<file path="src/rtl/pulse_gen_pkg.sv">
// Shared types and helpers for the serial pattern pulse generator.
package pulse_gen_pkg;

    typedef enum logic {
        IDLE = 1'b0,
        RUN  = 1'b1
    } state_t;

    // The bit counter must be able to hold WIDTH itself, not just WIDTH-1.
    function automatic int bit_cnt_width(input int width);
        return $clog2(width + 1);
    endfunction

endpackage

</file>
<file path="src/rtl/pulse_prescaler.sv">
// Clock-enable prescaler: pulses tick once every (latched divisor + 1) enabled clocks.
module pulse_prescaler #(
    parameter int DIV_W = 8
) (
    input  logic             clock,
    input  logic             reset,
    input  logic             clear,
    input  logic             enable,
    input  logic [DIV_W-1:0] divisor,
    output logic             tick
);

    logic [DIV_W-1:0] count;
    logic [DIV_W-1:0] div_q;

    assign tick = enable && (count == div_q);

    // A clear while disabled arms a new run and captures the divisor; a clear
    // while enabled only restarts the count so a running step period survives.
    always_ff @(posedge clock) begin
        if (reset) begin
            count <= '0;
            div_q <= '0;
        end else if (clear) begin
            count <= '0;
            if (!enable) begin
                div_q <= divisor;
            end
        end else if (enable) begin
            if (tick) begin
                count <= '0;
            end else begin
                count <= count + 1'b1;
            end
        end
    end

endmodule

</file>
<file path="src/rtl/pattern_pulse_generator.sv">
// Serial pattern pulse generator: emits a WIDTH-bit pattern one bit per prescaler tick.
// Optional macro PATTERN_PULSE_DIR_EN adds a dir input for LSB-first emission.
module pattern_pulse_generator #(
    parameter int WIDTH = 16,
    parameter int DIV_W = 8
) (
    input  logic             clock,
    input  logic             reset,
    input  logic             load_flag,
    input  logic [WIDTH-1:0] pattern_in,
    input  logic             start,
    input  logic             stop,
    input  logic             one_shot,
    input  logic [DIV_W-1:0] divisor,
`ifdef PATTERN_PULSE_DIR_EN
    input  logic             dir,
`endif
    output logic             o,
    output logic             busy,
    output logic             done,
    output logic [WIDTH-1:0] pattern_q
);

    import pulse_gen_pkg::*;

    localparam int CNT_W = bit_cnt_width(WIDTH);
    localparam logic [CNT_W-1:0] LAST_BIT = CNT_W'(WIDTH);

    state_t           state_q, state_n;
    logic [WIDTH-1:0] pattern_n;
    logic [WIDTH-1:0] rotated;
    logic [CNT_W-1:0] bit_cnt_q, bit_cnt_n;
    logic             o_n, done_n;
    logic             one_shot_q, one_shot_n;
    logic             emit_bit;
    logic             tick;
    logic             presc_clear;
    logic             presc_enable;
`ifdef PATTERN_PULSE_DIR_EN
    logic             dir_q, dir_n;
`endif

    assign busy         = (state_q == RUN);
    assign presc_enable = (state_q == RUN);
    assign presc_clear  = ((state_q == IDLE) && start) || ((state_q == RUN) && load_flag);

    pulse_prescaler #(
        .DIV_W(DIV_W)
    ) u_prescaler (
        .clock  (clock),
        .reset  (reset),
        .clear  (presc_clear),
        .enable (presc_enable),
        .divisor(divisor),
        .tick   (tick)
    );

    always_comb begin
        emit_bit = pattern_q[WIDTH-1];
        rotated  = {pattern_q[WIDTH-2:0], pattern_q[WIDTH-1]};
`ifdef PATTERN_PULSE_DIR_EN
        if (dir_q) begin
            emit_bit = pattern_q[0];
            rotated  = {pattern_q[0], pattern_q[WIDTH-1:1]};
        end
`endif
    end

    // Priority: load, then stop, then start, then the step tick.
    always_comb begin
        state_n    = state_q;
        pattern_n  = pattern_q;
        bit_cnt_n  = bit_cnt_q;
        o_n        = o;
        done_n     = 1'b0;
        one_shot_n = one_shot_q;
`ifdef PATTERN_PULSE_DIR_EN
        dir_n      = dir_q;
`endif

        if (load_flag) begin
            pattern_n = pattern_in;
            if (state_q == RUN) begin
                bit_cnt_n = '0;
            end
        end

        case (state_q)
            IDLE: begin
                if (start) begin
                    state_n    = RUN;
                    one_shot_n = one_shot;
                    bit_cnt_n  = '0;
`ifdef PATTERN_PULSE_DIR_EN
                    dir_n      = dir;
`endif
                end
            end
            RUN: begin
                if (stop) begin
                    state_n = IDLE;
                    o_n     = 1'b0;
                end else if (!load_flag && tick) begin
                    if ((bit_cnt_q == LAST_BIT) && one_shot_q) begin
                        state_n = IDLE;
                        o_n     = 1'b0;
                        done_n  = 1'b1;
                    end else begin
                        // Continuous mode wraps straight into the next pass with no idle step.
                        o_n       = emit_bit;
                        pattern_n = rotated;
                        bit_cnt_n = (bit_cnt_q == LAST_BIT) ? CNT_W'(1) : bit_cnt_q + CNT_W'(1);
                    end
                end
            end
            default: state_n = IDLE;
        endcase
    end

    always_ff @(posedge clock) begin
        if (reset) begin
            state_q    <= IDLE;
            pattern_q  <= '0;
            bit_cnt_q  <= '0;
            o          <= 1'b0;
            done       <= 1'b0;
            one_shot_q <= 1'b0;
`ifdef PATTERN_PULSE_DIR_EN
            dir_q      <= 1'b0;
`endif
        end else begin
            state_q    <= state_n;
            pattern_q  <= pattern_n;
            bit_cnt_q  <= bit_cnt_n;
            o          <= o_n;
            done       <= done_n;
            one_shot_q <= one_shot_n;
`ifdef PATTERN_PULSE_DIR_EN
            dir_q      <= dir_n;
`endif
        end
    end

endmodule

</file>
<file path="config.mk">
export PLATFORM = sky130hd
export DESIGN_NAME = pattern_pulse_generator
export DESIGN_NICKNAME = d
export VERILOG_FILES = /design/src/rtl/pulse_gen_pkg.sv /design/src/rtl/pulse_prescaler.sv /design/src/rtl/pattern_pulse_generator.sv
export SDC_FILE = /design/constraint.sdc
export NUM_CORES = 1
export LEC_CHECK = 0
export BUFFER_PORTS_ARGS = -buffer_cell sky130_fd_sc_hd__buf_2
export CAP_MARGIN = 5
export CELL_PAD_IN_SITES_DETAIL_PLACEMENT = 1
export CELL_PAD_IN_SITES_GLOBAL_PLACEMENT = 1
export CORE_MARGIN = 4
export CORE_UTILIZATION = 30
export DETAILED_ROUTE_END_ITERATION = 7
export PLACE_DENSITY_LB_ADDON = 0.1
export RECOVER_POWER = 25
export SKIP_LAST_GASP = 1
export SLEW_MARGIN = 20
export SYNTH_ARGS = -nofsm -noshare
export SYNTH_HDL_FRONTEND = slang
export SYNTH_SLANG_ARGS = --single-unit
</file>
<file path="constraint.sdc">
create_clock -name clock -period 2.5 [get_ports clock]
set_input_delay 0.5 -clock clock [delete_from_list [all_inputs] [get_ports clock]]
set_output_delay 0.5 -clock clock [all_outputs]
set_load 0.01 [all_outputs]
</file>
Word-level counts from Yosys, hierarchy flattened --
Index checks and enable logic that the tools add are counted.
Word-level totals: register bits 41, bits of input ports 30
Operators by class: $add $sub $neg 2, equal/unequal tests 2, mux-type cells 23, bitwise logic cells 2, reduce and logical (&&, ||, !) cells 13
Operators by type and width (count):
- $mux W16 | 5
- $mux W5 | 7
- $pmux W5 S2 | 1
- $add A8 B1 Y8 const B | 1
- $eq A8 B8 Y1 | 1
- $mux W1 | 8
- $mux W8 | 1
- $reduce_and A2 Y1 | 3
- $add A5 B1 Y5 const B | 1
- $eq A5 B5 Y1 const B | 1
- $logic_and A1 B1 Y1 | 5
- $reduce_or A4 Y1 | 1
- $not A1 Y1 | 2
- $pmux W1 S2 | 1
- $reduce_bool A2 Y1 | 1
- $reduce_or A2 Y1 | 1
- $logic_not A1 Y1 | 1
- $logic_or A1 B1 Y1 | 1

Longest topological paths before layout --
Gate-level depths: netlist (run 1).
word-level depth 6, depth in mapped cells 8, gate-level depth less buffers 7

Cells and area by module --
A second synthesis (run 1) with hierarchy kept.
Unflattened totals: cell total of the unflattened synthesis 226, area total of the unflattened synthesis 2132.0 um^2
By module, submodules not included:
- pattern_pulse_generator | times used 1, cells each 148, area each 1386.3 um^2, sequential area each 500.5 um^2
- pulse_prescaler | times used 1, cells each 78, area each 745.7 um^2, sequential area each 320.3 um^2

Worst setup path after synthesis (run 1) --
No wires, ideal clock.
path type input-to-reg, from input load_flag, to register pattern_q[2], setup time 143 ps, arrival time 1701 ps, required time 2357 ps, setup slack 656 ps, cell stages on the path 8, buffers on the path 3, cells stage by stage buf_4 nand2b_1 clkbuf_2 a211oi_2 nand3_2 clkbuf_1 nor2_1 a211oi_2
Between the ends: word-level cells in the longest chain between the ends 5, elaborated cells on any way between the ends 7, classes of those cells mux: 5; reduce/logical: 2
Ends and longest elaborated chain:
- start: declaration | RTL line pattern_pulse_generator.sv:9 | input logic load_flag,
- $mux W16 or $logic_not A1 Y1 (tied branches) | RTL line pattern_pulse_generator.sv:81, pattern_pulse_generator.sv:103
- $mux W16 or $logic_and A1 B1 Y1 (tied branches) | RTL line pattern_pulse_generator.sv:104, pattern_pulse_generator.sv:103
- $mux W16 | RTL line pattern_pulse_generator.sv:103 | end else if (!load_flag && tick) begin
- $mux W16 | RTL line pattern_pulse_generator.sv:100 | if (stop) begin
- $mux W16 (*) | RTL line pattern_pulse_generator.sv:88 | case (state_q)
- end signal: assignment | RTL line pattern_pulse_generator.sv:133 | pattern_q <= pattern_n;
- end: declaration | RTL line pattern_pulse_generator.sv:21 | output logic [WIDTH-1:0] pattern_q
Every way passes the cells marked *; elsewhere a longest branch is shown, timed or not. A chain may end at the register's enable or synchronous reset.

Worst setup path after layout (run 1) --
from register bit_cnt_q[1], to register pattern_q[11]
Between the ends: word-level cells in the longest chain between the ends 6
Ends and longest elaborated chain:
- start: declaration | RTL line pattern_pulse_generator.sv:32 | logic [CNT_W-1:0] bit_cnt_q, bit_cnt_n;
- start signal: assignment | RTL line pattern_pulse_generator.sv:134 | bit_cnt_q <= bit_cnt_n;
- $eq A5 B5 Y1 | RTL line pattern_pulse_generator.sv:104 | if ((bit_cnt_q == LAST_BIT) && one_shot_q) begin
- $logic_and A1 B1 Y1 | RTL line pattern_pulse_generator.sv:104
- $mux W16 | RTL line pattern_pulse_generator.sv:104
- $mux W16 | RTL line pattern_pulse_generator.sv:103
- $mux W16 | RTL line pattern_pulse_generator.sv:100
- $mux W16 | RTL line pattern_pulse_generator.sv:88
No other way between the ends.

==> impl_metrics.tcl, run 1 <==
set metrics [dict create \
    status "finished, final reports clean" \
    synth_edf_count 0 \
    final_cell_area_um2 2440 \
    grt_antenna_before_repair 0 \
    path_clk_slew_ns 0.08 \
    synth-seq-cells 41 \
    ant_nets 0 \
    setup_violations 0 \
    tightest_slew_ns 0.582 \
    grt_pass1_vias 1802 \
    required_ns 2.66 \
    fin_util_pct 37.8 \
    yosysSeqAreaShare_pct 40.6 \
    crit_family "simple AND/OR/NAND/NOR gates" \
    gp_congestion 0.724 \
    nNetsFinal 301 \
    clkLatencyLatePin_ns 0.29 \
    io_buffer_count 48 \
    cts_buffers 5 \
    startpoint_type "flop" \
    drc 0 \
    holdPathStages 3 \
    synth_compound_area_share_pct 18.3 \
    hold_path_end "u_prescaler.div_q[2]" \
    antenna_cells 0 \
    rsz0062_at_grt "false" \
    vias 1695 \
    slew_violations 0 \
    viasPerCell 4.90 \
    worst_path_most_repeated_cell "a211oi_2" \
    die_w_um 90.0 \
    cpMaxStageDelayCell "dfxtp_1" \
    coreArea_um2 6460 \
    die_height_um 90.0 \
    clock_sinks 41 \
    relSlewSlack_pct 61.1 \
    worst_path_largest_cell_delay_ns 0.41 \
    drt_iter0_drc 55 \
    worstReg2RegStart "bit_cnt_q[1]" \
    cts_buffer_depth 2 \
    crit_chain "inv_1 -> ha_1 -> and4bb_2 -> a211oi_2 -> nand3_2 -> buf_4 -> nor2_1 -> a211oi_2" \
    holdBufCountCts 0 \
    tritoncts "yes" \
    synthesis.nets 253 \
    worstRegToRegCells 8 \
    grt.total_usage_pct 12.9 \
    finalCritPeriodShare_pct 79.4 \
    critPathBufInv 2 \
    cellPowerDensity_nw_per_um2 598 \
    die_area_um2 8110 \
    row_count 29 \
    drive_above_1_share_pct 24.9 \
    wl_per_cell_um 14.5 \
    root_buffer "clkbuf_8" \
    io_pins 49 \
    synth_area_um2 2020 \
    holdCritStartpoint "divisor[2]" \
    avgSynthCellArea_um2 9.18 \
    synthSimpleGateAreaFrac_pct 21.3 \
    synth-xor-area-share_pct 6.07 \
    yosysWarnings 0 \
    power.leakage_uw 0.00103 \
    crit_type "flop to flop" \
    synthAdderAreaFrac_pct 1.86 \
    min_period_ns 1.98 \
    seq_area_um2 821 \
    grt_pass1_wl_mm 8.73 \
    ys.flop_type "dfxtp_1" \
    cts.htree.levels 2 \
    ctsResizeCount 0 \
    fin_worst_skew_ns 0.00529 \
    max_freq_ghz 0.504 \
    crit_arrival_ns 2.15 \
    yosys.cell_types.count 43 \
    rrSetupSlack_ns 0.52 \
    synthArstFlopShare_pct 0 \
    cts_setup_buffers 0 \
    multi_input_area_um2 1130 \
    num-fill-cells 785 \
    place_hpwl_mm 3.75 \
    synth_top_family_by_area "simple AND/OR/NAND/NOR gates" \
    grt_max_degree 32 \
    endpoint_kind "flop" \
    grt-ovfl-total 0 \
    min_path_type "primary input to flop" \
    initial_core_util_pct 31.3 \
    place_area_um2 2340 \
    syn_inst 220 \
    ir_drop_uv 282 \
    firstDrtPassIters 4 \
    syn_to_final_growth_pct 20.8 \
    r2r-end "pattern_q[11]" \
    crit_fanout 31 \
    synthMuxAreaShare_pct 8.49 \
    finalSetupTns_ns 0 \
    drv_cap 0 \
    wirelength_mm 5.02 \
    hold_violations 0 \
]
-- synthesized netlist by cell type (all sizes together) (2+ instances only) --
cell type | instances | area [um2]
a21o | 2 | 15.0
nor4 | 6 | 67.6
mux2i | 16 | 160
a211oi | 18 | 190
a21oi | 15 | 75.1
nand2b | 5 | 31.3
nand2 | 28 | 108
inv | 4 | 15.0
nand4 | 4 | 25.0
ha | 3 | 37.5
dfxtp | 41 | 821
xnor2 | 3 | 26.3
buf | 3 | 17.5
xor2 | 11 | 96.3
nor2 | 29 | 109
nand3 | 3 | 20.0
clkbuf | 9 | 35.0
-- layout make-up --
| type | instances | share of cell area, % |
|---|---|---|
| sequential | 41 | 33.7 |
| timing repair buffer | 53 | 10.6 |
| inverter | 4 | 0.616 |
| clock inverter | 1 | 1.23 |
| multi-input combinational | 163 | 46.4 |
| tap | 77 | 3.95 |
| clock buffer | 7 | 3.54 |
-- state kept, by name (all words and copies together), names as in the netlist --
register           flops
u_prescaler.count      8
pattern_q             16
busy                   1
one_shot_q             1
bit_cnt_q              5
done                   1
o                      1
u_prescaler.div_q      8
-- stage by stage --
step / std cells / hold slack, ns / setup WS [ns] / power [uW]
after floorplan: 220 / 0.448 / 0.656 / 850
after global placement: 338 / 0.457 / 0.564 / 928
after detailed placement: 338 / 0.464 / 0.528 / 929
after CTS: 346 / 0.435 / 0.505 / 1490
after global routing: 346 / 0.445 / 0.303 / 1540
final: 346 / 0.448 / 0.516 / 1460
-- report_power, final --
group	internal [uW]	switching, uW	total (uW)
Sequential	682	22.5	704
Clock	326	228	553
Combinational	82.9	118	201
Total	1090	368	1460
-- worst min-delay path: stages --
cell	delay [ns]
buf_2	0.10
nand2_1	0.05
a21oi_1	0.05
-- kinds of logic (layout without fill, tap and decap cells) --
family / count (synthesis) / after routing
and+or+nand+nor: 84 / 84
DFF: 41 / 41
AOI/OAI and AO/OA: 45 / 45
muxes: 17 / 17
buffers and inverters: 16 / 65
adders and majority gates: 3 / 3
xor gates and xnor gates: 14 / 14
-- metal layers --
layer | global-route usage [%] | wire [um] | share of wire (%) | vias to the layer above
met1 | 16.7 | 2450 | 49 | 797
met5 | 0 | 0 | 0 | -
li1 | - | - | - | 867
met2 | 21.1 | 2340 | 46 | 27
met4 | 3.44 | 47 | 0.94 | 0
met3 | 3.42 | 190 | 3.8 | 4
-- worst max path at each step --
stage          depth (start not counted)                  from       endpoint
6_report                               8          bit_cnt_q[1]  pattern_q[11]
3_3_place_gp                           4  u_prescaler.count[4]           done
3_5_place_dp                           8          bit_cnt_q[1]  pattern_q[11]
5_1_grt                                8          bit_cnt_q[1]   pattern_q[9]
4_1_cts                                8          bit_cnt_q[1]  pattern_q[11]
2_1_floorplan                          8             load_flag   pattern_q[2]
-- cells in the final DEF, fill, tap and decap left out, types with 4 or more instances in the layout --
cell       n
buf_2     33
a21oi_1   15
xor2_1    11
mux2i_1   16
nand2b_1   5
clkbuf_1  16
dfxtp_1   41
a211oi_2  11
nand4_1    4
nand2_1   27
nor4_1     4
inv_1      4
buf_4      5
a211oi_1   7
nor2_1    29
clkbuf_8   6
(Power assumes the default switching activity.)
==> inputs of run 2 (changes only) <==
- ABC_AREA: default -> 1
- clock period: 2.5 -> 1.95 ns (I/O delays scaled with it)
==> impl_metrics.tcl, run 2 <==
set metrics [dict create \
    wl_met2_mm 2.73 \
    layout_commonest_cell "nand2_1" \
    final_cell_area_um2 2660 \
    ctsResizeCount 0 \
    ys.flop_type "dfxtp_1" \
    syn_to_final_growth_pct 23.4 \
    crit_chain "inv_1 -> ha_1 -> nand2_1 -> nor2_1 -> nand2_1 -> o21a_1 -> nand4_1 -> nand3_1 -> a21oi_1" \
    yosysSeqAreaShare_pct 38.1 \
    clock_sinks 41 \
    pwr-share-comb_pct 13.6 \
    die_w_um 92.7 \
    min_path_type "primary input to flop" \
    grt_max_degree 33 \
    required_ns 2.19 \
    ant_nets 0 \
    cpMaxStageDelayCell "dfxtp_1" \
    grt-ovfl-total 0 \
    yosys-top-cells-count "90 x nand2_1, 50 x nor2_1, 41 x dfxtp_1, 32 x inv_1, 19 x a21oi_1" \
    switching_share_pct 25.7 \
    crit_type "flop to flop" \
    finalCritPeriodShare_pct 85.1 \
    gp_congestion 0.758 \
    cts_buffer_depth 2 \
    synth_area_leader_cell "dfxtp_1" \
    p_seq_share_pct 45.1 \
    nNetsFinal 404 \
    crit_fanout 6 \
    reg_top3 "pattern_q (16), u_prescaler.count (8), u_prescaler.div_q (8)" \
    highest_layer "met4" \
    cts.htree.levels 2 \
    tritoncts "yes" \
    finalNonFillerCells 468 \
    relSlewSlack_pct 48.7 \
    slew_violations 0 \
    startpoint_type "flop" \
    tightest_slew_ns 0.770 \
    ir_drop_uv 257 \
    cts_setup_buffers 0 \
    grt_pass1_vias 2114 \
    yosysMostFrequentCell "nand2_1" \
    largest_reg_flops 16 \
    clkLatencyLatePin_ns 0.30 \
    power.leakage_uw 0.00129 \
    grt_pass1_wl_mm 10.2 \
    drv_cap 0 \
    grt.total_usage_pct 15.0 \
    synth_area_um2 2150 \
    die_area_um2 8590 \
    worst_path_most_repeated_cell "nand2_1" \
    io_pins 49 \
    firstDrtPassIters 4 \
    fin_worst_skew_ns 0.00670 \
    holdBufCountCts 0 \
    die_height_um 92.7 \
    hold_violations 0 \
    synthesis.nets 350 \
    power_switching_uw 518 \
    viasPerCell 4.47 \
    p_int_uw 1490 \
    antenna_cells 0 \
    rsz0062_at_grt "false" \
    synth.area.top_cells "dfxtp_1 38%, nand2_1 16%, nor2_1 8.7%" \
    synthArstFlopShare_pct 0 \
    met3_length_um 211 \
    place_area_um2 2510 \
    drc 0 \
    crit_arrival_ns 1.90 \
    coreArea_um2 6870 \
    wl_met1_mm 3.18 \
    yosys.cell_types.count 27 \
    setup_violations 0 \
    min_period_ns 1.66 \
    max_freq_ghz 0.603 \
    initial_core_util_pct 31.3 \
    wirelength_mm 6.21 \
    status "finished, final reports clean" \
    cts_buffers 5 \
    root_buffer "clkbuf_8" \
    avgSynthCellArea_um2 6.79 \
    top_register "pattern_q" \
    grt_antenna_before_repair 0 \
    endpoint_kind "flop" \
    drive_above_1_share_pct 17.5 \
    syn_inst 317 \
    yosysWarnings 0 \
    worst_path_largest_cell_delay_ns 0.34 \
    vias 2090 \
    io_buffer_count 48 \
    synthDominantCellAreaShare_pct 38.1 \
    cellPowerDensity_nw_per_um2 758 \
    path_clk_slew_ns 0.09 \
    synth-seq-cells 41 \
    place_inst 459 \
    synth_edf_count 0 \
    place_hpwl_mm 4.55 \
    drt_iter0_drc 87 \
    wl_per_cell_um 13.3 \
    finalSetupTns_ns 0 \
    row_count 30 \
    mostFrequentLayoutCells "90 x nand2_1, 50 x nor2_1, 42 x buf_2, 41 x dfxtp_1, 33 x inv_1" \
    clockPowerShare_pct 41.2 \
]
==> run 2: cells by family (layout without fill, tap and decap cells) <==
| family | count (synthesis) | in the layout | synth area share (%) |
|---|---|---|---|
| flops | 41 | 41 | 38.1 |
| compound gates | 33 | 33 | 7.97 |
| buf+inv | 46 | 100 | 8.95 |
| mux | 16 | 16 | 7.44 |
| xor+xnor | 5 | 5 | 2.03 |
| fa+ha+maj | 3 | 3 | 1.74 |
| simple gates | 173 | 174 | 33.7 |
==> run 2: final timing paths <==
check | startpoint | to | slack [ns] | depth (start not counted)
worst min register to register | u_prescaler.div_q[3] | u_prescaler.div_q[3] | 0.47 | 2
worst max-delay path | bit_cnt_q[1] | bit_cnt_q[1] | 0.29 | 9
worst max register to register | bit_cnt_q[1] | bit_cnt_q[1] | 0.29 | 9
worst min-delay path | one_shot | one_shot_q | 0.35 | 3
==> run 2: metal layers <==
| layer | vias to the layer above | GRT usage [%] |
|---|---|---|
| met5 | - | 0 |
| met1 | 942 | 20.8 |
| li1 | 1109 | - |
| met3 | 6 | 3.57 |
| met4 | 0 | 4.40 |
| met2 | 33 | 22.9 |
==> run 2: critical path: cells and delay by family (launching register included) <==
kind | cells | cell delay, ns
and+or+nand+nor | 5 | 0.66
AOI/OAI and AO/OA | 2 | 0.38
DFF | 1 | 0.34
adders and majority gates | 1 | 0.13
buffers and inverters | 1 | 0.08
==> run 2: through the flow <==
| stage | hold WS (ns) | setup slack, ns | utilization [%] | power (uW) |
|---|---|---|---|---|
| after CTS | 0.340 | 0.188 | 38.6 | 2050 |
| after detailed placement | 0.464 | 0.199 | 36.6 | 1210 |
| after global routing | 0.388 | 0.0663 | 38.7 | 2120 |
| after global placement | 0.457 | 0.266 | 36.6 | 1210 |
| after floorplan | 0.444 | 0.440 | - | 1090 |
| final | 0.346 | 0.291 | 38.7 | 2010 |
==> run 2: final cells by class <==
| class | instances | area, um2 |
|---|---|---|
| clock buffers | 5 | 68.8 |
| clock inverters | 3 | 65.1 |
| fillers | 925 | 4210 |
| inverters | 36 | 135 |
| multi-input cells | 231 | 1160 |
| flip-flops and latches | 41 | 821 |
| well taps | 96 | 120 |
| repair buffers | 56 | 289 |
==> run 2: power groups by stage <==
| stage | Clock, uW | Sequential, uW | Combinational [uW] |
|---|---|---|---|
| 6_report | 830 | 908 | 274 |
| 5_1_grt | 895 | 915 | 315 |
| 4_1_cts | 859 | 910 | 281 |
| 3_5_place_dp | 0 | 928 | 281 |
| 3_3_place_gp | 0 | 930 | 276 |
| 2_1_floorplan | 0 | 935 | 159 |
==> inputs of run 3 (changes only) <==
--- a/config.mk
+++ b/config.mk
@@ -15,3 +15,3 @@
 export DETAILED_ROUTE_END_ITERATION = 7
-export PLACE_DENSITY_LB_ADDON = 0.1
+export PLACE_DENSITY = 0.75
 export RECOVER_POWER = 25
==> constraint.sdc (replaced) <==
create_clock -name clock -period 1.95 [get_ports clock]
set_input_delay 0.2925 -clock clock [delete_from_list [all_inputs] [get_ports clock]]
set_output_delay 0.2925 -clock clock [all_outputs]
set_load 0.01 [all_outputs]
==> impl_metrics.tcl, run 3 (same netlist as run 2, synthesis figures left out) <==
set metrics [dict create \
    ant_nets 0 \
    required_ns 2.19 \
    p_seq_share_pct 52.1 \
    coreArea_um2 6870 \
    cellPowerDensity_nw_per_um2 674 \
    holdBufCountCts 0 \
    grt_pass1_vias 2107 \
    firstDrtPassIters 4 \
    total_power_uw 1740 \
    grt_antenna_before_repair 0 \
    path_clk_slew_ns 0.08 \
    pwr-share-comb_pct 15.7 \
    reg_top3 "pattern_q (16), u_prescaler.count (8), u_prescaler.div_q (8)" \
    finalCritPeriodShare_pct 86.6 \
    die_w_um 92.7 \
    setup_violations 0 \
    mostFrequentLayoutCells "90 x nand2_1, 50 x nor2_1, 42 x buf_2, 41 x dfxtp_1, 33 x inv_1" \
    highest_layer "met4" \
    cts.htree.levels 2 \
    tritoncts "yes" \
    holdPathStages 3 \
    crit_type "flop to flop" \
    endpoint_kind "flop" \
    slew_violations 0 \
    grt.total_usage_pct 14.2 \
    gp_congestion 0.845 \
    ir_drop_uv 220 \
    r2r-end "pattern_q[5]" \
    worstReg2RegStart "u_prescaler.count[5]" \
    vias 2143 \
    ctsResizeCount 0 \
    drt_iter0_drc 55 \
    wl_met2_mm 2.75 \
    status "finished, final reports clean" \
    drv_cap 0 \
    root_buffer "clkbuf_8" \
    die_area_um2 8590 \
    grt-ovfl-total 0 \
    antenna_cells 0 \
    io_pins 49 \
    drive_above_1_share_pct 16.8 \
    rrSetupSlack_ns 0.26 \
    largest_reg_flops 16 \
    crit_fanout 16 \
    min_path_type "primary input to flop" \
    rsz0062_at_grt "false" \
    hold_violations 0 \
    place_hpwl_mm 4.40 \
    syn_to_final_growth_pct 20.1 \
    layout_commonest_cell "nand2_1" \
    top_register "pattern_q" \
    wl_per_cell_um 12.9 \
    initial_core_util_pct 31.3 \
    min_period_ns 1.69 \
    finalSetupTns_ns 0 \
    fin_worst_skew_ns 0.00699 \
    cts_buffer_depth 2 \
    io_buffer_count 48 \
    max_freq_ghz 0.592 \
    cts_buffers 5 \
    startpoint_type "flop" \
    nNetsFinal 401 \
    clkLatencyLatePin_ns 0.30 \
    met3_length_um 275 \
    crit_arrival_ns 1.93 \
    num-fill-cells 906 \
    grt_pass1_wl_mm 9.80 \
    hold_path_end "u_prescaler.div_q[1]" \
    switching_share_pct 29.4 \
    row_count 30 \
    p_int_uw 1230 \
    power.leakage_uw 0.00125 \
    relSlewSlack_pct 51.9 \
    clockPowerShare_pct 32.2 \
    grt_max_degree 33 \
    clock_sinks 41 \
    cts_setup_buffers 0 \
    viasPerCell 4.61 \
    drc 0 \
    power_switching_uw 513 \
    wirelength_mm 6.02 \
    tightest_slew_ns 0.721 \
    holdCritStartpoint "divisor[1]" \
    worstRegToRegCells 12 \
    die_height_um 92.7 \
    wl_met1_mm 2.87 \
]
run 3: changes by cell type in the layout (fill, tap and decap cells not counted), sizes merged:
cell and delta:
buf -3, bufinv -2, clkinv +1, clkinvlp +1
run 3: area by class of cell:
class	count	area [um2]	share of cell area, %
timing repair buffer	53	267	10.3
multi-input combinational	231	1160	44.7
clock inverter	3	17.5	0.678
tap	96	120	4.65
clock buffer	5	68.8	2.66
sequential	41	821	31.8
inverter	36	135	5.23
run 3: critical path: stages, from the launching register on:
cell and delay (ns):
dfxtp_1 0.38, inv_1 0.09, nand2_1 0.08, nand2_1 0.05, inv_1 0.06, nand3_1 0.08
nor2_2 0.12, nand2_2 0.10, nor2_4 0.18, nand3_4 0.21, nand2_1 0.11, nand2_1 0.06
nor2_1 0.09
run 3: stage by stage:
stage | setup slack [ns] | instance area [um2] | cells | util (%) | hold WS, ns
2_1_floorplan | 0.440 | 2150 | 317 | - | 0.444
3_3_place_gp | 0.258 | 2490 | 456 | 36.3 | 0.450
3_5_place_dp | 0.198 | 2490 | 456 | 36.3 | 0.458
4_1_cts | 0.166 | 2580 | 464 | 37.5 | 0.269
5_1_grt | 0.0106 | 2580 | 465 | 37.6 | 0.296
6_report | 0.261 | 2580 | 465 | 37.6 | 0.275
run 3: worst max-delay path by stage:
stage	cells after the start	endpoint	slack, ns	start
final	12	pattern_q[5]	0.26	u_prescaler.count[5]
after global routing	12	pattern_q[8]	0.01	u_prescaler.count[5]
after CTS	11	pattern_q[13]	0.17	u_prescaler.count[5]
after detailed placement	9	pattern_q[13]	0.20	u_prescaler.count[1]
after global placement	9	pattern_q[13]	0.26	u_prescaler.count[1]
after floorplan	10	pattern_q[10]	0.44	busy
run 3: power by group through the flow:
stage | clock network, uW | registers [uW] | logic (uW)
floorplan | 0 | 935 | 159
global placement | 0 | 928 | 268
detailed placement | 0 | 927 | 279
CTS | 589 | 909 | 280
global route | 614 | 915 | 311
finish | 561 | 909 | 274
run 3: layer usage:
layer | up-vias | GRT usage, %
li1 | 1107 | -
met1 | 980 | 18.2
met2 | 46 | 22.9
met3 | 10 | 3.74
met4 | 0 | 5.62
met5 | - | 0
